===== config.mk =====
export PLATFORM = sky130hd
export DESIGN_NAME = count_pwm_gen
export DESIGN_NICKNAME = d
export VERILOG_FILES = /design/src/rtl/count_pwm_gen_pkg.sv /design/src/rtl/count_pwm_gen_wrap_detect.sv /design/src/rtl/count_pwm_gen.sv
export SDC_FILE = /design/constraint.sdc
export NUM_CORES = 1
export LEC_CHECK = 0
export CORE_MARGIN = 5
export CORE_UTILIZATION = 51
export CTS_CLUSTER_SIZE = 16
export DETAILED_ROUTE_END_ITERATION = 8
export PLACE_DENSITY = 0.8
export RECOVER_POWER = 50
export SETUP_SLACK_MARGIN = 0.02
export SYNTH_ARGS = -nofsm -noshare
export SYNTH_HDL_FRONTEND = slang
export SYNTH_SLANG_ARGS = --single-unit
export TNS_END_PERCENT = 1

===== constraint.sdc =====
create_clock -name CLK -period 3.2 [get_ports CLK]
set_clock_uncertainty 0.05 [all_clocks]
set_input_delay 0.8 -clock CLK [delete_from_list [all_inputs] [get_ports CLK]]
set_output_delay 0.8 -clock CLK [all_outputs]
set_load 0.02 [all_outputs]

===== src/rtl/count_pwm_gen_pkg.sv =====
// Shared definitions for count_pwm_gen: FSM encoding, default counter width
// and the duty saturation limit.
package count_pwm_gen_pkg;

    localparam int DEFAULT_WIDTH = 4;

    typedef enum logic {
        S_IDLE = 1'b0,
        S_RUN  = 1'b1
    } state_e;

    // Largest meaningful duty: the full period, 2^width counts.
    function automatic int duty_limit(input int width);
        return 1 << width;
    endfunction

endpackage


===== src/rtl/count_pwm_gen_wrap_detect.sv =====
// Detects the counter's all-ones -> zero rollover and emits a registered
// one-cycle period tick the cycle after the rollover is seen.
module wrap_detect
    import count_pwm_gen_pkg::*;
#(
    parameter int WIDTH = DEFAULT_WIDTH
) (
    input  logic             CLK,
    input  logic             Reset,
    input  logic [WIDTH-1:0] Q,
    output logic             wrap,
    output logic             period_tick
);

    logic [WIDTH-1:0] q_prev_q;
    logic             tick_q;

    // A reload to zero from anything but all-ones is not a rollover.
    assign wrap        = (q_prev_q == {WIDTH{1'b1}}) && (Q == '0);
    assign period_tick = tick_q;

    always_ff @(posedge CLK) begin
        if (Reset) begin
            q_prev_q <= '0;
            tick_q   <= 1'b0;
        end else begin
            q_prev_q <= Q;
            tick_q   <= wrap;
        end
    end

endmodule


===== src/rtl/count_pwm_gen.sv =====
// PWM generator driven by an external free-running counter; duty updates are
// taken through a one-deep handshake and applied only at counter rollover.
// Optional macro PWM_INVERT_EN inverts the output (idle level 1).
module count_pwm_gen
    import count_pwm_gen_pkg::*;
#(
    parameter int WIDTH = DEFAULT_WIDTH
) (
    input  logic             CLK,
    input  logic             Reset,
    input  logic [WIDTH-1:0] Q,
    input  logic [WIDTH:0]   duty_in,
    input  logic             duty_valid,
    output logic             duty_ready,
    output logic             pwm_out,
    output logic             period_tick,
    output logic             running
);

    localparam int           DUTY_MAX_INT = duty_limit(WIDTH);
    localparam logic [WIDTH:0] DUTY_MAX   = (WIDTH + 1)'(DUTY_MAX_INT);

`ifdef PWM_INVERT_EN
    localparam logic IDLE_LVL = 1'b1;
`else
    localparam logic IDLE_LVL = 1'b0;
`endif

    logic           wrap;
    logic           accept;
    state_e         state_q, state_d;
    logic           pending_q, pending_d;
    logic [WIDTH:0] pending_duty_q, pending_duty_d;
    logic [WIDTH:0] active_duty_q, active_duty_d;
    logic           pwm_q, pwm_d;

    wrap_detect #(.WIDTH(WIDTH)) u_wrap_detect (
        .CLK        (CLK),
        .Reset      (Reset),
        .Q          (Q),
        .wrap       (wrap),
        .period_tick(period_tick)
    );

    assign accept     = duty_valid && !pending_q;
    assign duty_ready = !pending_q;
    assign running    = (state_q == S_RUN);
    assign pwm_out    = pwm_q;

    always_ff @(posedge CLK) begin
        if (Reset) begin
            state_q        <= S_IDLE;
            pending_q      <= 1'b0;
            pending_duty_q <= '0;
            active_duty_q  <= '0;
            pwm_q          <= IDLE_LVL;
        end else begin
            state_q        <= state_d;
            pending_q      <= pending_d;
            pending_duty_q <= pending_duty_d;
            active_duty_q  <= active_duty_d;
            pwm_q          <= pwm_d;
        end
    end

    always_comb begin
        state_d        = state_q;
        pending_d      = pending_q;
        pending_duty_d = pending_duty_q;
        active_duty_d  = active_duty_q;
        pwm_d          = IDLE_LVL;

        // Accept needs an empty slot and apply needs a full one, so the two
        // never coincide; a value accepted on a wrap waits for the next wrap.
        if (wrap && pending_q) begin
            active_duty_d = pending_duty_q;
            pending_d     = 1'b0;
            state_d       = S_RUN;
        end else if (accept) begin
            pending_d      = 1'b1;
            pending_duty_d = (duty_in > DUTY_MAX) ? DUTY_MAX : duty_in;
        end

        // Compare against the next-state duty so a new period starts cleanly
        // with its own duty from the rollover count onward.
        if (state_d == S_RUN) begin
            pwm_d = ({1'b0, Q} < active_duty_d) ^ IDLE_LVL;
        end
    end

endmodule


# Word level (Yosys, flattened, before mapping)
# Cells that the tools add are included.
[totals]
ff_bits = 18
inputBits = 12
output_inout_bits = 4
word_cells = 23
[classes]
magnitude_cmp = 2
eq_ne = 1
mux = 3
bitwise = 2
n_reduce_logical = 8
[op_table]
columns = ["op", "n"]
rows = [
  ["2-to-1 mux 5 bit", 2],
  ["> comparator 5 bit (second input constant)", 1],
  ["less-than comparator 4 x 5 -> 1 bit", 1],
  ["equality test 4 bit (second input constant)", 1],
  ["zero test 4 bit", 1],
  ["OR reduction 2 bit", 2],
  ["logical AND 1 bit", 3],
  ["NOT 1 bit", 2],
  ["AND reduction 2 bit", 1],
  ["zero test 1 bit", 1],
  ["2-to-1 mux 1 bit", 1],
]

# Depth between registers and ports, before layout
[logic_depth]
depth_word = 6
mapped_depth = 8
mapped_depth_nobuf = 8

# By module
# Synthesis repeated with hierarchy kept, for this count alone.
[unflattened]
hier_cells = 74
hier_area_um2 = 724.4
[modules_own_cells]
columns = ["module", "instances", "cells_per_inst", "area_each_um2", "seq_area_each_um2"]
rows = [
  ["count_pwm_gen", 1, 60, 560.5, 260.2],
  ["wrap_detect", 1, 14, 163.9, 100.1],
]

# Least setup slack after synthesis
# No wires, ideal clock.
[synth_path]
path_kind = "input to register"
start = "in Q[0]"
end = "reg pwm_q, in the netlist pwm_out"
setup_time_ns = 0.123
t_arrival_ns = 2.295
t_required_ns = 3.027
setup_slack_ns = 0.731
stages = 8
n_path_buf = 0
path_cell_list = "nor4_4 nand3_4 mux2i_1 ha_1 a211oi_1 a211o_1 mux2i_1 o22ai_1"
[synth_between]
elab_chain_cells = 6
elab_cells_between_ends = 8
classes_between = "order compare: 1; mux: 2; bitwise: 1; reduce/logical: 4"
[synth_lines]
columns = ["element", "line", "text"]
rows = [
  ["from (decl)", "count_pwm_gen.sv:11", "input logic [WIDTH-1:0] Q,"],
  ["branches (longest 6 deep; another with less-than comparator 4 x 5 -> 1 bit)", "--", ""],
  ["to (signal assigned)", "count_pwm_gen.sv:62", "pwm_q <= pwm_d;"],
  ["to (decl)", "count_pwm_gen.sv:35", "logic pwm_q, pwm_d;"],
]
# Parallel ways; which one is timed is not known.
# A chain may end at the register's enable or synchronous reset.

# Worst setup path in the final report
[layout_path]
start = "in Q[1]"
end = "reg pwm_q, in the netlist pwm_out"
# Same word-level chain as after synthesis.

==> summary.txt <==
Drt
  – TritonRoute pass-1 iters: 4
  – Wirelength per Cell: between 10 and 15 um
  – Total number of vias: just under 600
  – DR iter-0 viols: 4
  – # DRC: 0
  – WL final: 1488 um
  – Drt via density: 5.417
  – Post-route ant nets: 0

STA
  – Slew Viols, Final: 0
  – Min Tclk post-route: between 2000 and 3000 ps
  – Hold Violations, Final: 0
  – Rel. slew slack: 0.5087
  – Final WS setup: roughly 340 ps
  – Final setup vio count: 0
  – Tightest Pin Transition: between 700 and 800 ps
  – Fmax achieved: 349.8 MHz
  – Final Cycle Share: 0.8933
  – TNS Setup: 0 ps
  – RSZ-0062 raised after global routing: false

Floorplanning
  – Die Width: around 48 um
  – Chip height: 48.08 um
  – I/O pin cnt: 16
  – Core area: 0.001334 mm^2
  – Total Die Area: about 0.0023 mm^2
  – Std-Cell Rows: 13
  – Initial Utilization: 0.5544

Clock network
  – Total CTS buffers: 3
  – Skew-Pair Late Insertion Delay: around 300 ps
  – # hold bufs at CTS: 0
  – # clock sinks: 18
  – CTS-repair resized insts: 0
  – Clk buf depth: 2
  – Post-CTS Setup Repair Bufs: 0
  – CTS tree: yes
  – CTS root buf: clkbuf_4
  – H-Tree Depth: 1
  – Worst-path clk slew: 110 ps

Yosys
  – Part of the Yosys area used for sequential elements: 0.4873
  – Simple-gate area share of the yosys netlist: 0.2623
  – Post-synth EDFFs: 0
  – Fraction of the mapped netlist area in compound gates: 0.1117
  – Syn Area/Cell: just under 10 um^2
  – Synthesis Warnings: 0
  – Top cells by count, synth: dfxtp_1 (18), nand2_1 (10), nor2_1 (7), a21oi_1 (6)
  – Adder-cell share of the synthesized area: 0.05076
  – Leading area contributor after synthesis: dfxtp_1
  – Most common cell in the netlist: dfxtp_1
  – Main combinational cell family by area after synthesis: simple AND/OR/NAND/NOR gates
  – Cells after Synth: 75
  – Mux share of post-synthesis cell area: 0.06768
  – Main flop type after synthesis: dfxtp_1
  – Ys async rst share: 0
  – Dominant cells by area after synthesis: dfxtp_1 (49%), mux2i_1 (6.8%), ha_1 (5.1%), nand2_1 (5.1%), nor2b_1 (4.2%)
  – Syn_nets: 90
  – Mapped Area: roughly 740 um^2
  – #FFs+latches synth: 18
  – Post-Synth XOR/XNOR Area: 0
  – Top-area cell type share of the netlist area: 0.4873
  – Distinct cells, synth: 20

Cells and area
  – Antenna cells: 0
  – Fraction of layout instances using a drive strength above 1: 0.08602
  – Total of fill cells in the finished design: approximately 100
  – Final nets: around 110
  – Synthesis-to-finish area growth: 27.24%

Pwr
  – Worst IR Drop VDD: between 200 and 250 uV
  – Power per cell area: 442.3 mW/mm^2
  – P_leak: approximately 0.38 nW

Place
  – Routability Congestion: just under 0.8
  – DP Wirelength: 1118 um
  – PortBufs: 15
  – DP Worst Slack: between 40 and 50 ps

Critical path
  – Arrival @ worst endpoint: 3040 ps
  – Crit-path most repeated cell: mux2i_1
  – Kind of critical path: in2reg
  – Worst setup EP type: flop
  – CP peak stage delay: 490 ps
  – CP max stage cell: clkdlybuf4s50_1
  – Kind of cell adding the most delay to the critical path: compound AO/OA/AOI/OAI gates
  – Crit path max fanout: 6
  – CP Launch Type: primary input
  – Worst Path Buf+Inv: 1
  – Crit path cell chain: clkdlybuf4s50_1, nor4_4, nand3_4, mux2i_1, ha_1, a211oi_1, a211o_1, mux2i_1, o22ai_1
  – Worst Path Required: 3380 ps

Global routing
  – Largest net degree at the start of global routing: 19
  – Antenna violations before repair: 0
  – First-pass GRT wire length: ~2600 um
  – Vias in the first global route: about 610
  – GRT Total Usage: 0.1632
  – Overflow after GRT: 0

Hold path
  – Hold Crit Class: reg2reg

Run
  – Max-cap viol count: 0

Outcome
  – Status: finished clean
registers in the layout, summed over array words and instances, names as in the netlist:
register                   count
pending_q                      1
pwm_out                        1
running                        1
pending_duty_q                 5
active_duty_q                  5
u_wrap_detect.q_prev_q         4
u_wrap_detect.period_tick      1
path summary, 6_finish.rpt:
kind | endpoint | cells past startpoint | from | slack [ps]
max | pwm_out | 9 | Q[1] | 340
min | pending_duty_q[1] | 2 | pending_duty_q[1] | 410
max reg2reg | pwm_out | 8 | u_wrap_detect.q_prev_q[2] | 1150
min reg2reg | pending_duty_q[1] | 2 | pending_duty_q[1] | 410
where the power goes:
part / switching (mW) / internal, mW
clock network: 0.0707 / 0.0694
registers: 0.00382 / 0.230
logic: 0.0193 / 0.0229
worst min-delay path, delay by kind of cell (launching register included):
kind               cells  cell delay, ps
and+or+nand+nor        1              50
DFF                    1             330
AOI/OAI and AO/OA      1              50
cells in the final DEF (no fill, tap or decap):
| master | instances |
|---|---|
| nor3_1 | 2 |
| dlygate4sd3_1 | 1 |
| nand2_1 | 10 |
| a211oi_1 | 1 |
| clkbuf_1 | 1 |
| o22ai_1 | 1 |
| a21oi_1 | 6 |
| and4_1 | 1 |
| clkbuf_4 | 3 |
| a211o_1 | 2 |
| inv_1 | 2 |
| nor2b_1 | 5 |
| nor4_4 | 1 |
| and3_4 | 1 |
| o21bai_2 | 1 |
| clkdlybuf4s50_1 | 14 |
| ha_1 | 3 |
| clkbuf_8 | 1 |
| nand3b_1 | 4 |
| o21ai_0 | 2 |
| mux2i_1 | 5 |
| dfxtp_1 | 18 |
| nor2_1 | 7 |
| nand3_4 | 1 |
area by class of cell:
| cell class | instances | area (um^2) | share of cell area |
|---|---|---|---|
| Multi-Input combinational cell | 53 | 364.1 | 0.3870 |
| Sequential cell | 18 | 360.3 | 0.3830 |
| Timing Repair Buffer | 16 | 153.9 | 0.1636 |
| Clock buffer | 4 | 36.28 | 0.03856 |
| Tap cell | 15 | 18.77 | 0.01995 |
| Inverter | 2 | 7.507 | 0.007979 |
metal layers:
metal	track usage	up-vias	share of wire
met5	0	-	0
met4	0.1022	0	0.028
met3	0.04887	7	0.055
met2	0.2559	16	0.49
met1	0.1928	264	0.43
li1	-	298	-
kinds of logic (layout without fill, tap and decap cells):
| logic type | Yosys count | after routing |
|---|---|---|
| adders and majority gates | 3 | 3 |
| muxes | 5 | 5 |
| and+or+nand+nor | 32 | 32 |
| buffers and inverters | 4 | 22 |
| DFF | 18 | 18 |
| AOI/OAI and AO/OA | 13 | 13 |
stage by stage:
step,power [mW],util,std cells,area [um^2],hold slack (ps)
detailed placement,0.2818,0.6811,104,908.4,406.4
global placement,0.2807,0.6811,104,908.4,398.1
CTS,0.4229,0.7083,108,944.7,421.3
floorplan,0.2580,-,75,739.5,381.2
finish,0.4162,0.7054,108,940.9,414.2
global route,0.4390,0.7054,108,940.9,449.6
Power figures use the tool's default switching activity.
